`src/rtl/acq_pattern_gen.sv`:
```
// acq_pattern_gen
// ADC-domain sample pattern source. On start it latches a configuration,
// then emits one sample every div+1 cycles (ramp, constant, alternating or
// walking-one). A run ends after a programmed number of samples or on stop.
// One sample index per run can be flagged with trig_o. All outputs are
// registered.

module acq_pattern_gen #(
    parameter int DATA_WIDTH = 64,
    parameter int CNT_WIDTH  = 32,
    parameter int DIV_WIDTH  = 16
) (
    input  logic                  clk_i,
    input  logic                  rst_i,
    input  logic                  start_i,
    input  logic                  stop_i,
    input  logic [1:0]            mode_i,
    input  logic [DATA_WIDTH-1:0] seed_i,
    input  logic [DIV_WIDTH-1:0]  div_i,
    input  logic [CNT_WIDTH-1:0]  num_samples_i,
    input  logic [CNT_WIDTH-1:0]  trig_pos_i,
    output logic [DATA_WIDTH-1:0] data_o,
    output logic                  valid_o,
    output logic                  trig_o,
    output logic                  busy_o,
    output logic                  done_o,
    output logic [CNT_WIDTH-1:0]  smp_cnt_o
);

    localparam logic [1:0] MODE_RAMP  = 2'b00;
    localparam logic [1:0] MODE_CONST = 2'b01;
    localparam logic [1:0] MODE_ALT   = 2'b10;
    localparam logic [1:0] MODE_WALK  = 2'b11;

    localparam logic [DATA_WIDTH-1:0] DATA_ZERO = {DATA_WIDTH{1'b0}};
    localparam logic [DATA_WIDTH-1:0] DATA_ONE  = {{(DATA_WIDTH-1){1'b0}}, 1'b1};
    localparam logic [CNT_WIDTH-1:0]  CNT_ZERO  = {CNT_WIDTH{1'b0}};
    localparam logic [CNT_WIDTH-1:0]  CNT_ONE   = {{(CNT_WIDTH-1){1'b0}}, 1'b1};
    localparam logic [DIV_WIDTH-1:0]  DIV_ZERO  = {DIV_WIDTH{1'b0}};
    localparam logic [DIV_WIDTH-1:0]  DIV_ONE   = {{(DIV_WIDTH-1){1'b0}}, 1'b1};

    typedef enum logic [0:0] {
        ST_IDLE = 1'b0,
        ST_RUN  = 1'b1
    } state_t;

    state_t r_state;
    state_t w_state_nxt;

    // Configuration latched at start
    logic [1:0]            r_mode;
    logic [DATA_WIDTH-1:0] r_seed;
    logic [DIV_WIDTH-1:0]  r_div;
    logic [CNT_WIDTH-1:0]  r_num;
    logic [CNT_WIDTH-1:0]  r_trig_pos;

    // Run-time state
    logic [DIV_WIDTH-1:0]  r_div_cnt;
    logic [DATA_WIDTH-1:0] r_ramp;
    logic [DATA_WIDTH-1:0] r_walk;
    logic                  r_alt_odd;
    logic                  r_trig_fired;
    logic                  r_end;

    logic                  w_start;
    logic                  w_emit;
    logic                  w_last;
    logic                  w_stop;
    logic                  w_trig_hit;
    logic [CNT_WIDTH-1:0]  w_cnt_inc;
    logic [DATA_WIDTH-1:0] w_pattern;

    assign w_cnt_inc  = smp_cnt_o + CNT_ONE;
    assign w_trig_hit = w_emit & ~r_trig_fired & (smp_cnt_o == r_trig_pos);

    // Control state register
    always_ff @(posedge clk_i or posedge rst_i) begin
        if (rst_i) begin
            r_state <= ST_IDLE;
        end else begin
            r_state <= w_state_nxt;
        end
    end

    // Next-state logic: start/stop arbitration, emit decision, end of run
    always_comb begin
        w_state_nxt = r_state;
        w_start     = 1'b0;
        w_emit      = 1'b0;
        w_last      = 1'b0;
        w_stop      = 1'b0;
        case (r_state)
            ST_IDLE: begin
                if (start_i && !stop_i) begin
                    w_state_nxt = ST_RUN;
                    w_start     = 1'b1;
                end else begin
                    w_state_nxt = ST_IDLE;
                end
            end
            ST_RUN: begin
                if (stop_i) begin
                    // stop beats a coincident emit
                    w_state_nxt = ST_IDLE;
                    w_stop      = 1'b1;
                end else if (r_div_cnt == r_div) begin
                    w_emit = 1'b1;
                    if ((r_num != CNT_ZERO) && (w_cnt_inc == r_num)) begin
                        w_last      = 1'b1;
                        w_state_nxt = ST_IDLE;
                    end else begin
                        w_state_nxt = ST_RUN;
                    end
                end else begin
                    w_state_nxt = ST_RUN;
                end
            end
            default: begin
                w_state_nxt = ST_IDLE;
            end
        endcase
    end

    // Pattern select for the sample about to be emitted
    always_comb begin
        w_pattern = r_seed;
        case (r_mode)
            MODE_RAMP:  w_pattern = r_ramp;
            MODE_CONST: w_pattern = r_seed;
            MODE_ALT: begin
                if (r_alt_odd) begin
                    w_pattern = ~r_seed;
                end else begin
                    w_pattern = r_seed;
                end
            end
            MODE_WALK:  w_pattern = r_walk;
            default:    w_pattern = r_seed;
        endcase
    end

    // Latch run configuration on the start edge
    always_ff @(posedge clk_i or posedge rst_i) begin
        if (rst_i) begin
            r_mode     <= MODE_RAMP;
            r_seed     <= DATA_ZERO;
            r_div      <= DIV_ZERO;
            r_num      <= CNT_ZERO;
            r_trig_pos <= CNT_ZERO;
        end else if (w_start) begin
            r_mode     <= mode_i;
            r_seed     <= seed_i;
            r_div      <= div_i;
            r_num      <= num_samples_i;
            r_trig_pos <= trig_pos_i;
        end
    end

    // Rate divider and sample counter; counter holds after a run
    always_ff @(posedge clk_i or posedge rst_i) begin
        if (rst_i) begin
            r_div_cnt <= DIV_ZERO;
            smp_cnt_o <= CNT_ZERO;
        end else if (w_start) begin
            r_div_cnt <= DIV_ZERO;
            smp_cnt_o <= CNT_ZERO;
        end else if (w_emit) begin
            r_div_cnt <= DIV_ZERO;
            smp_cnt_o <= w_cnt_inc;
        end else if ((r_state == ST_RUN) && !stop_i) begin
            r_div_cnt <= r_div_cnt + DIV_ONE;
        end
    end

    // Pattern generators advance on every emit; the ramp runs in its own
    // register so it keeps counting when the sample counter wraps.
    always_ff @(posedge clk_i or posedge rst_i) begin
        if (rst_i) begin
            r_ramp    <= DATA_ZERO;
            r_walk    <= DATA_ONE;
            r_alt_odd <= 1'b0;
        end else if (w_start) begin
            r_ramp    <= seed_i;
            r_walk    <= DATA_ONE;
            r_alt_odd <= 1'b0;
        end else if (w_emit) begin
            r_ramp    <= r_ramp + DATA_ONE;
            r_walk    <= {r_walk[DATA_WIDTH-2:0], r_walk[DATA_WIDTH-1]};
            r_alt_odd <= ~r_alt_odd;
        end
    end

    // Trigger fires once per run, never again after a counter wrap
    always_ff @(posedge clk_i or posedge rst_i) begin
        if (rst_i) begin
            r_trig_fired <= 1'b0;
        end else if (w_start) begin
            r_trig_fired <= 1'b0;
        end else if (w_trig_hit) begin
            r_trig_fired <= 1'b1;
        end
    end

    // Registered outputs; done is delayed one cycle behind the ending edge
    always_ff @(posedge clk_i or posedge rst_i) begin
        if (rst_i) begin
            data_o  <= DATA_ZERO;
            valid_o <= 1'b0;
            trig_o  <= 1'b0;
            busy_o  <= 1'b0;
            done_o  <= 1'b0;
            r_end   <= 1'b0;
        end else begin
            valid_o <= w_emit;
            trig_o  <= w_trig_hit;
            busy_o  <= (r_state == ST_RUN);
            r_end   <= w_last | w_stop;
            done_o  <= r_end;
            if (w_emit) begin
                data_o <= w_pattern;
            end
        end
    end

endmodule

```
`config.mk`:
```
export PLATFORM = sky130hd
export DESIGN_NAME = acq_pattern_gen
export DESIGN_NICKNAME = d
export VERILOG_FILES = /design/src/rtl/acq_pattern_gen.sv
export SDC_FILE = /design/constraint.sdc
export NUM_CORES = 1
export LEC_CHECK = 0
export BUFFER_PORTS_ARGS = -buffer_cell sky130_fd_sc_hd__buf_2
export CAP_MARGIN = 20
export CORE_UTILIZATION = 25
export CTS_BUF_LIST = sky130_fd_sc_hd__clkbuf_8
export DETAILED_ROUTE_END_ITERATION = 10
export GPL_ROUTABILITY_DRIVEN = 0
export PLACE_DENSITY = 0.45
export SLEW_MARGIN = 20
export SYNTH_ARGS = -nofsm -noshare
export SYNTH_HDL_FRONTEND = slang
export SYNTH_SLANG_ARGS = --single-unit
```
`constraint.sdc`:
```
create_clock -name clk_i -period 13.35 [get_ports clk_i]
set_input_delay 2.67 -clock clk_i [delete_from_list [all_inputs] [get_ports clk_i]]
set_output_delay 2.67 -clock clk_i [all_outputs]
set_load 0.02 [all_outputs]
```
==> impl_results.md, run 1 <==
- Wire length of the first global-routing pass: 104200 um
- Most frequent standard cell in the layout excluding fill and tap cells: nand2_1
- Worst endpoint data arrival time: 5.63 ns
- Count of buffers added by post-CTS timing repair for setup: 0
- Maximum number of pins on one net before global-route repair: 95
- Vias in the first global route: 17290
- Post-synthesis instance total: 2230
- Cell-by-cell listing of the critical path: buf_2, nor2_1, and2_4, buf_4, buf_4, or4_1, nand3_1
- Hold-fix buffer count after cts: 0
- Asr flop ratio synth: 100.0%
- Effective utilization at floorplan: 25.23%
- Startpoint of the tightest hold check path: r_end
- Number of buffer cells added on primary ports: 249
- Time the final worst path needs with I/O delays and setup: 5.096 ns
- Post-synth top flop: dfrtp_1
- Worst Hold Endpoint: done_o
- Synth warn: 0
- Delay of the slowest critical-path stage: 0.87 ns
- CTS tree: done
- Clock sink count: 394
- Hold Path Class: flip-flop to flip-flop
- Switching power share of the total: 29.30%
- Number of rows created at floorplan: 104
- Violation count after the first detailed-route iteration: 1296
- Post-Route WL: 66780 um
- Number of cell instances on the worst register-to-register path: 10
- Maximum achievable frequency: 196.2 MHz
- Post-synthesis sequential element count: 394
- Setup repair after global routing missed its margin: false
- Per-instance average area after synthesis: 9.083 um2
- Later-pin clock latency in the skew report: 0.67 ns
- Final worst path period share: 38.17%
- Fraction of power consumed by combinational cells: 15.2%
- Number of buffers created by CTS: 79
- Area of all placed cells without fillers: 24190 um2
- Via count: 16960
- Required arrival time at the worst endpoint: 13.89 ns
- Detailed Place HPWL: 44270 um
- Syn Nets: 2383
- Internal: 0.002371 W
- MaxCap Viol Count: 0
- Setup Crit Path Kind: input pin to flip-flop
- Slew Limit Headroom: 29.85%
- Layout overhead on the synthesized area: 19.45%
- Share of power burned in the clock network: 40.8%
- Top library cells by usage in the layout, fill and taps aside: nand2_1 (832), dfrtp_1 (390), buf_2 (249)
- Transition at the pin with the smallest max-transition slack: 1.052 ns
- Clock transition at the registers of the reported paths: 0.06 ns
- Die outline area: 82160 um2
- Terminus of the critical flop-to-flop path: r_ramp[4]
- Count of cell types in the netlist: 70
- Pre-antenna DRT Iters: 7
- Sw power: 0.0009822 W
- Worst path slowest cell: buf_4
- Setup crit end kind: flip-flop
- GRT overflow: 0
- Critical-path maximum fanout: 94
- Final worst clock skew: 0.03724 ns
- Global-route total usage across every layer: 16.30%
- Vias per inst: 4.767
- Total leakage power: 11.62 nW
- Count of unresolved DRC violations after routing: 0
- Area of the placeable core: 80290 um2
- Number of gates given a new drive strength after cts: 0
- Antenna violations before repair: 3
- Cell mode on critical path: buf_4
- Final Slew Violations: 0
- Setup TNS: 0 ns
- Die X-Extent: 286.6 um
- Sequential element share of the synthesized area: 48.68%
- Endpoints failing setup: 0
- Vertical die dimension: 286.6 um
- Share of layout cells above drive strength 1: 18.95%
- Post-synth EDFFs: 0
- I/O pin count: 250
- Final hold violation count: 0
- Peak VDD IR: 75.76 uV
- Startpoint of the lowest-slack register-to-register path: r_div_cnt[3]
- Routed length per placed instance: 18.77 um
- Post-synthesis instance area: 20250 um2
- Status: completed
- Type of origin of the critical path: input pin
- Clock root buffer: clkbuf_8
- CTS H-tree lvls: 3
- Antenna Violating Nets Remaining: 0
- Post-DP Area: 22450 um2
- Maximum count of clock buffers along a single path: 3
- Total Nets Final: 2587
- Number of cells on the worst hold path: 0
- Setup slack of the worst register-to-register path: 9.39 ns
- Areal power density over the cells: 138.6 nW/um2
- Sequential fraction of design power: 44.0%
## worst max-delay path by stage
stage	from	endpoint	depth (start not counted)
after CTS	stop_i	r_ramp[53]	6
after floorplan	rst_i	busy_o	1
after detailed placement	stop_i	r_ramp[60]	7
after global routing	stop_i	r_ramp[53]	7
final	stop_i	r_ramp[60]	7
after global placement	stop_i	r_ramp[60]	7
## power groups by stage
stage	registers, W	logic (W)	clock network, W
6_report	0.00148	0.000509	0.00137
5_1_grt	0.00150	0.000572	0.00147
4_1_cts	0.00148	0.000518	0.00142
3_5_place_dp	0.00150	0.000515	0
3_3_place_gp	0.00149	0.000508	0
2_1_floorplan	0.00144	0.000396	0
## worst max-delay path, delay by kind of cell
| family | cells | cell delay (ns) |
|---|---|---|
| buf+inv | 3 | 1.80 |
| simple gates | 4 | 0.94 |
## area by class of cell
class                   count  area [um2]
diodes                      1       2.502
clock buffers              97        1335
clock inverters            46       397.9
fillers                  8482       56090
inverters                  23       95.09
multi-input cells        1666        9747
flip-flops and latches    394        9872
well taps                1060        1326
repair buffers            270        1419
## flip-flops by register name, summed over array words and instances, names as in the netlist, 2 cells and up
signal,flops
r_walk,64
smp_cnt_o,32
r_trig_pos,32
data_o,64
r_num,32
r_div,16
r_div_cnt,16
r_mode,2
r_seed,64
r_ramp,64
## logic make-up (layout without fill, tap and decap cells)
logic type	Yosys count	after routing	share of synthesized area, %
compound gates	237	237	6.703
xor+xnor	220	220	9.513
fa+ha+maj	3	3	0.1853
buf+inv	170	436	3.348
flops	394	394	48.68
mux	65	65	7.166
other cells	0	1	0
simple gates	1141	1141	24.40
## per-layer routing
| layer | part of all wire, % | global-route usage (%) | up-vias | routed length [um] |
|---|---|---|---|---|
| li1 | - | - | 7925 | - |
| met1 | 46 | 22.51 | 8508 | 30630 |
| met2 | 47 | 25.69 | 427 | 31180 |
| met3 | 5.3 | 2.917 | 93 | 3572 |
| met4 | 2.1 | 5.241 | 2 | 1376 |
| met5 | 0.018 | 0 | - | 12 |
## cell usage after synthesis, drive strengths merged, types with 4 or more instances
master	n	area [um2]
nor2	59	221.5
or4	9	72.57
o31ai	8	60.06
nand4	36	252.7
nor3	38	190.2
buf	28	143.9
and3	14	87.58
xnor2	101	884.6
a21oi	78	390.4
xor2	119	1042
o211ai	6	45.04
o21ai	101	505.5
and4	22	193.9
nand3	49	245.2
clkbuf	119	447.9
mux4	64	1441
a31oi	14	87.58
nand2b	8	50.05
nand2	834	3133
inv	23	86.33
dfrtp	393	9834
nor4	49	327.8
nor4b	4	35.03
and2	6	37.53
## through the flow
stage                     setup WS, ns  hold slack, ns  util [%]  cells  total power, W
after floorplan                  5.379          0.3312         -   2230        0.001837
after detailed placement         7.637          0.3426     27.96   3413        0.002012
after global routing             8.055          0.3646     30.14   3557        0.003541
final                            8.254          0.3588     30.14   3557        0.003353
after global placement           7.673          0.3510     27.94   3412        0.001999
after CTS                        8.397          0.3618     30.12   3556        0.003414
Note: power is estimated with default switching activity, not from simulation.
==> run 2, diff against run 1 <==
Settings changed: ABC_AREA set to 1, PLACE_DENSITY 0.45 to 0.44.
Clock period 13.35 ns to 5.26 ns, I/O delays scaled along.
==> impl_results.md, run 2 <==
- Detailed Place HPWL: 54960 um
- Simple-gate portion of the synthesized area: 27.89%
- Clock transition at the registers of the reported paths: 0.06 ns
- Library cell with the largest summed area after synthesis: dfrtp_1
- Violation count after the first detailed-route iteration: 1295
- Count of unresolved DRC violations after routing: 0
- Global-route total usage across every layer: 18.30%
- Final hold violation count: 0
- Areal power density over the cells: 349.0 nW/um2
- Most numerous cell types in the synthesized netlist: nand2_1 (849), dfrtp_1 (393), inv_1 (325), o21ai_0 (291), nand3_1 (269)
- Area occupied by multi-input gates: 9846 um2
- Final worst path period share: 58.98%
- Post-Route WL: 79770 um
- Required arrival time at the worst endpoint: 5.80 ns
- Slew Limit Headroom: 35.93%
- Maximum number of pins on one net before global-route repair: 146
- Number of buffer cells added on primary ports: 249
- Wire length of the first global-routing pass: 122600 um
- Antenna Violating Nets Remaining: 0
- Number of rows created at floorplan: 107
- Routed length per placed instance: 18.36 um
- CTS H-tree lvls: 3
- Setup Crit Path Kind: flip-flop to flip-flop
- Vertical die dimension: 295.8 um
- Most frequent cell after synthesis: nand2_1
- Vias per inst: 4.673
- Setup crit end kind: flip-flop
- Die X-Extent: 295.8 um
- Most frequent standard cell in the layout excluding fill and tap cells: nand2_1
- Filler Cells Inserted: 9451
- Final Util: 29.95%
- Post-synth top flop: dfrtp_1
- Setup TNS: 0 ns
- Fraction of synthesized cell area in xor and xnor cells: 2.690%
- Post-synth EDFFs: 0
- Area taken by flip-flops and latches: 9867 um2
- Transition at the pin with the smallest max-transition slack: 0.9577 ns
- Layout overhead on the synthesized area: 18.35%
- Synth Area in Adders: 0.1739%
- Number of buffers created by CTS: 80
- Post-synthesis instance total: 2931
- Final worst clock skew: 0.02719 ns
- Top library cells by usage in the layout, fill and taps aside: nand2_1 (847), dfrtp_1 (390), inv_1 (348)
- Peak VDD IR: 131.2 uV
- Dominant combinational cell family by area after synthesis: simple AND/OR/NAND/NOR gates
- Pre-antenna DRT Iters: 5
- Maximum count of clock buffers along a single path: 3
- Maximum achievable frequency: 322.3 MHz
- Total Nets Final: 3295
- Number of gates given a new drive strength after cts: 0
- Endpoints failing setup: 0
- Clock root buffer: clkbuf_8
- Share of the synthesized area in compound gates (AO/OA/AOI/OAI): 14.69%
- Share of layout cells above drive strength 1: 13.73%
- Syn Nets: 3084
- Yosys top cell area share: 45.56%
- CTS tree: done
- Hold-fix buffer count after cts: 0
- Clock sink count: 394
- Antenna violations before repair: 3
- Time the final worst path needs with I/O delays and setup: 3.103 ns
- Mux cell area share after synthesis: 0%
- MaxCap Viol Count: 0
- Via count: 20300
- Area of the placeable core: 85280 um2
- Setup repair after global routing missed its margin: false
- Asr flop ratio synth: 100.0%
- Die outline area: 87520 um2
- Largest cells by area after synthesis: dfrtp_1 (46%), nand2_1 (15%), o21ai_0 (6.7%), nand3_1 (6.2%), inv_1 (5.7%)
- Vias in the first global route: 19980
- Hold Path Class: flip-flop to flip-flop
- Final Slew Violations: 0
- Type of origin of the critical path: flip-flop
- Sequential element share of the synthesized area: 45.68%
- GRT overflow: 0
- Count of cell types in the netlist: 47
- Per-instance average area after synthesis: 7.364 um2
- Effective utilization at floorplan: 25.31%
- Critical-path maximum fanout: 120
- Later-pin clock latency in the skew report: 0.67 ns
- I/O pin count: 250
- Worst endpoint data arrival time: 3.64 ns
- Count of buffers added by post-CTS timing repair for setup: 0
- Status: completed
- Post-synthesis sequential element count: 394
- Post-synthesis instance area: 21580 um2
- Total leakage power: 12.43 nW
- Synth warn: 0
[run 2: layer usage]
| metal | GRT usage [%] | vias to the layer above | share of wire [%] |
|---|---|---|---|
| met5 | 0 | - | 0.031 |
| met4 | 5.358 | 4 | 2.2 |
| met3 | 3.418 | 110 | 5.0 |
| met2 | 28.54 | 440 | 45 |
| met1 | 25.57 | 9750 | 48 |
| li1 | - | 9995 | - |
[run 2: final timing paths]
| kind | start | endpoint | slack [ns] | cells past startpoint |
|---|---|---|---|---|
| worst min register to register | r_end | done_o | 0.34 | 0 |
| max in group asynchronous | rst_i | r_div[2] | 3.62 | 3 |
| worst min-delay path | r_end | done_o | 0.34 | 0 |
| min in group asynchronous | rst_i | data_o[57] | 0.42 | 2 |
| worst max register to register | r_div_cnt[0] | r_ramp[12] | 2.16 | 14 |
| worst max-delay path | r_div_cnt[0] | r_ramp[12] | 2.16 | 14 |
[run 2: through the flow]
step                      total power, W  hold WS, ns  setup slack, ns  instances  area (um2)
final                           0.008915       0.3446            2.157       4344       25540
after global routing            0.009491       0.3547            1.843       4342       25540
after CTS                       0.009070       0.3489            2.128       4341       25540
after detailed placement        0.005675       0.3385            1.544       4204       23930
after global placement          0.005661       0.3436            1.625       4203       23900
after floorplan                 0.004969       0.3312           -1.093       2931       21590
[run 2: power breakdown]
group	switching (W)	internal, W	total [W]
Sequential	0.000400	0.00341	0.00381
Combinational	0.00120	0.000607	0.00180
Clock	0.00147	0.00183	0.00330
[run 2: critical path: stages, from the launching register on]
cell and delay [ns]:
dfrtp_1 0.41, inv_1 0.09, nand2_1 0.06, nand2_1 0.05, nor2_1 0.14, nand2_1 0.08
nor2_1 0.20, and2_1 0.22, nand2_2 0.09, buf_4 0.30, inv_8 0.59, buf_4 0.46
nand3_1 0.11, nand2_1 0.07, o21ai_0 0.08
[run 2: area by class of cell]
type	count	share of cell area, %
clock inverters	38	0.9551
clock buffers	99	5.334
inverters	331	4.942
multi-input cells	2060	38.54
well taps	1144	5.603
repair buffers	275	5.966
flip-flops and latches	394	38.63
diodes	3	0.02939
[run 2: logic make-up after synthesis]
group / count (synthesis)
AND/OR/NAND/NOR: 1426
AO/OA/AOI/OAI: 571
buffers and inverters: 477
flip-flops: 394
XOR/XNOR: 60
adder cells (fa/ha/maj): 3
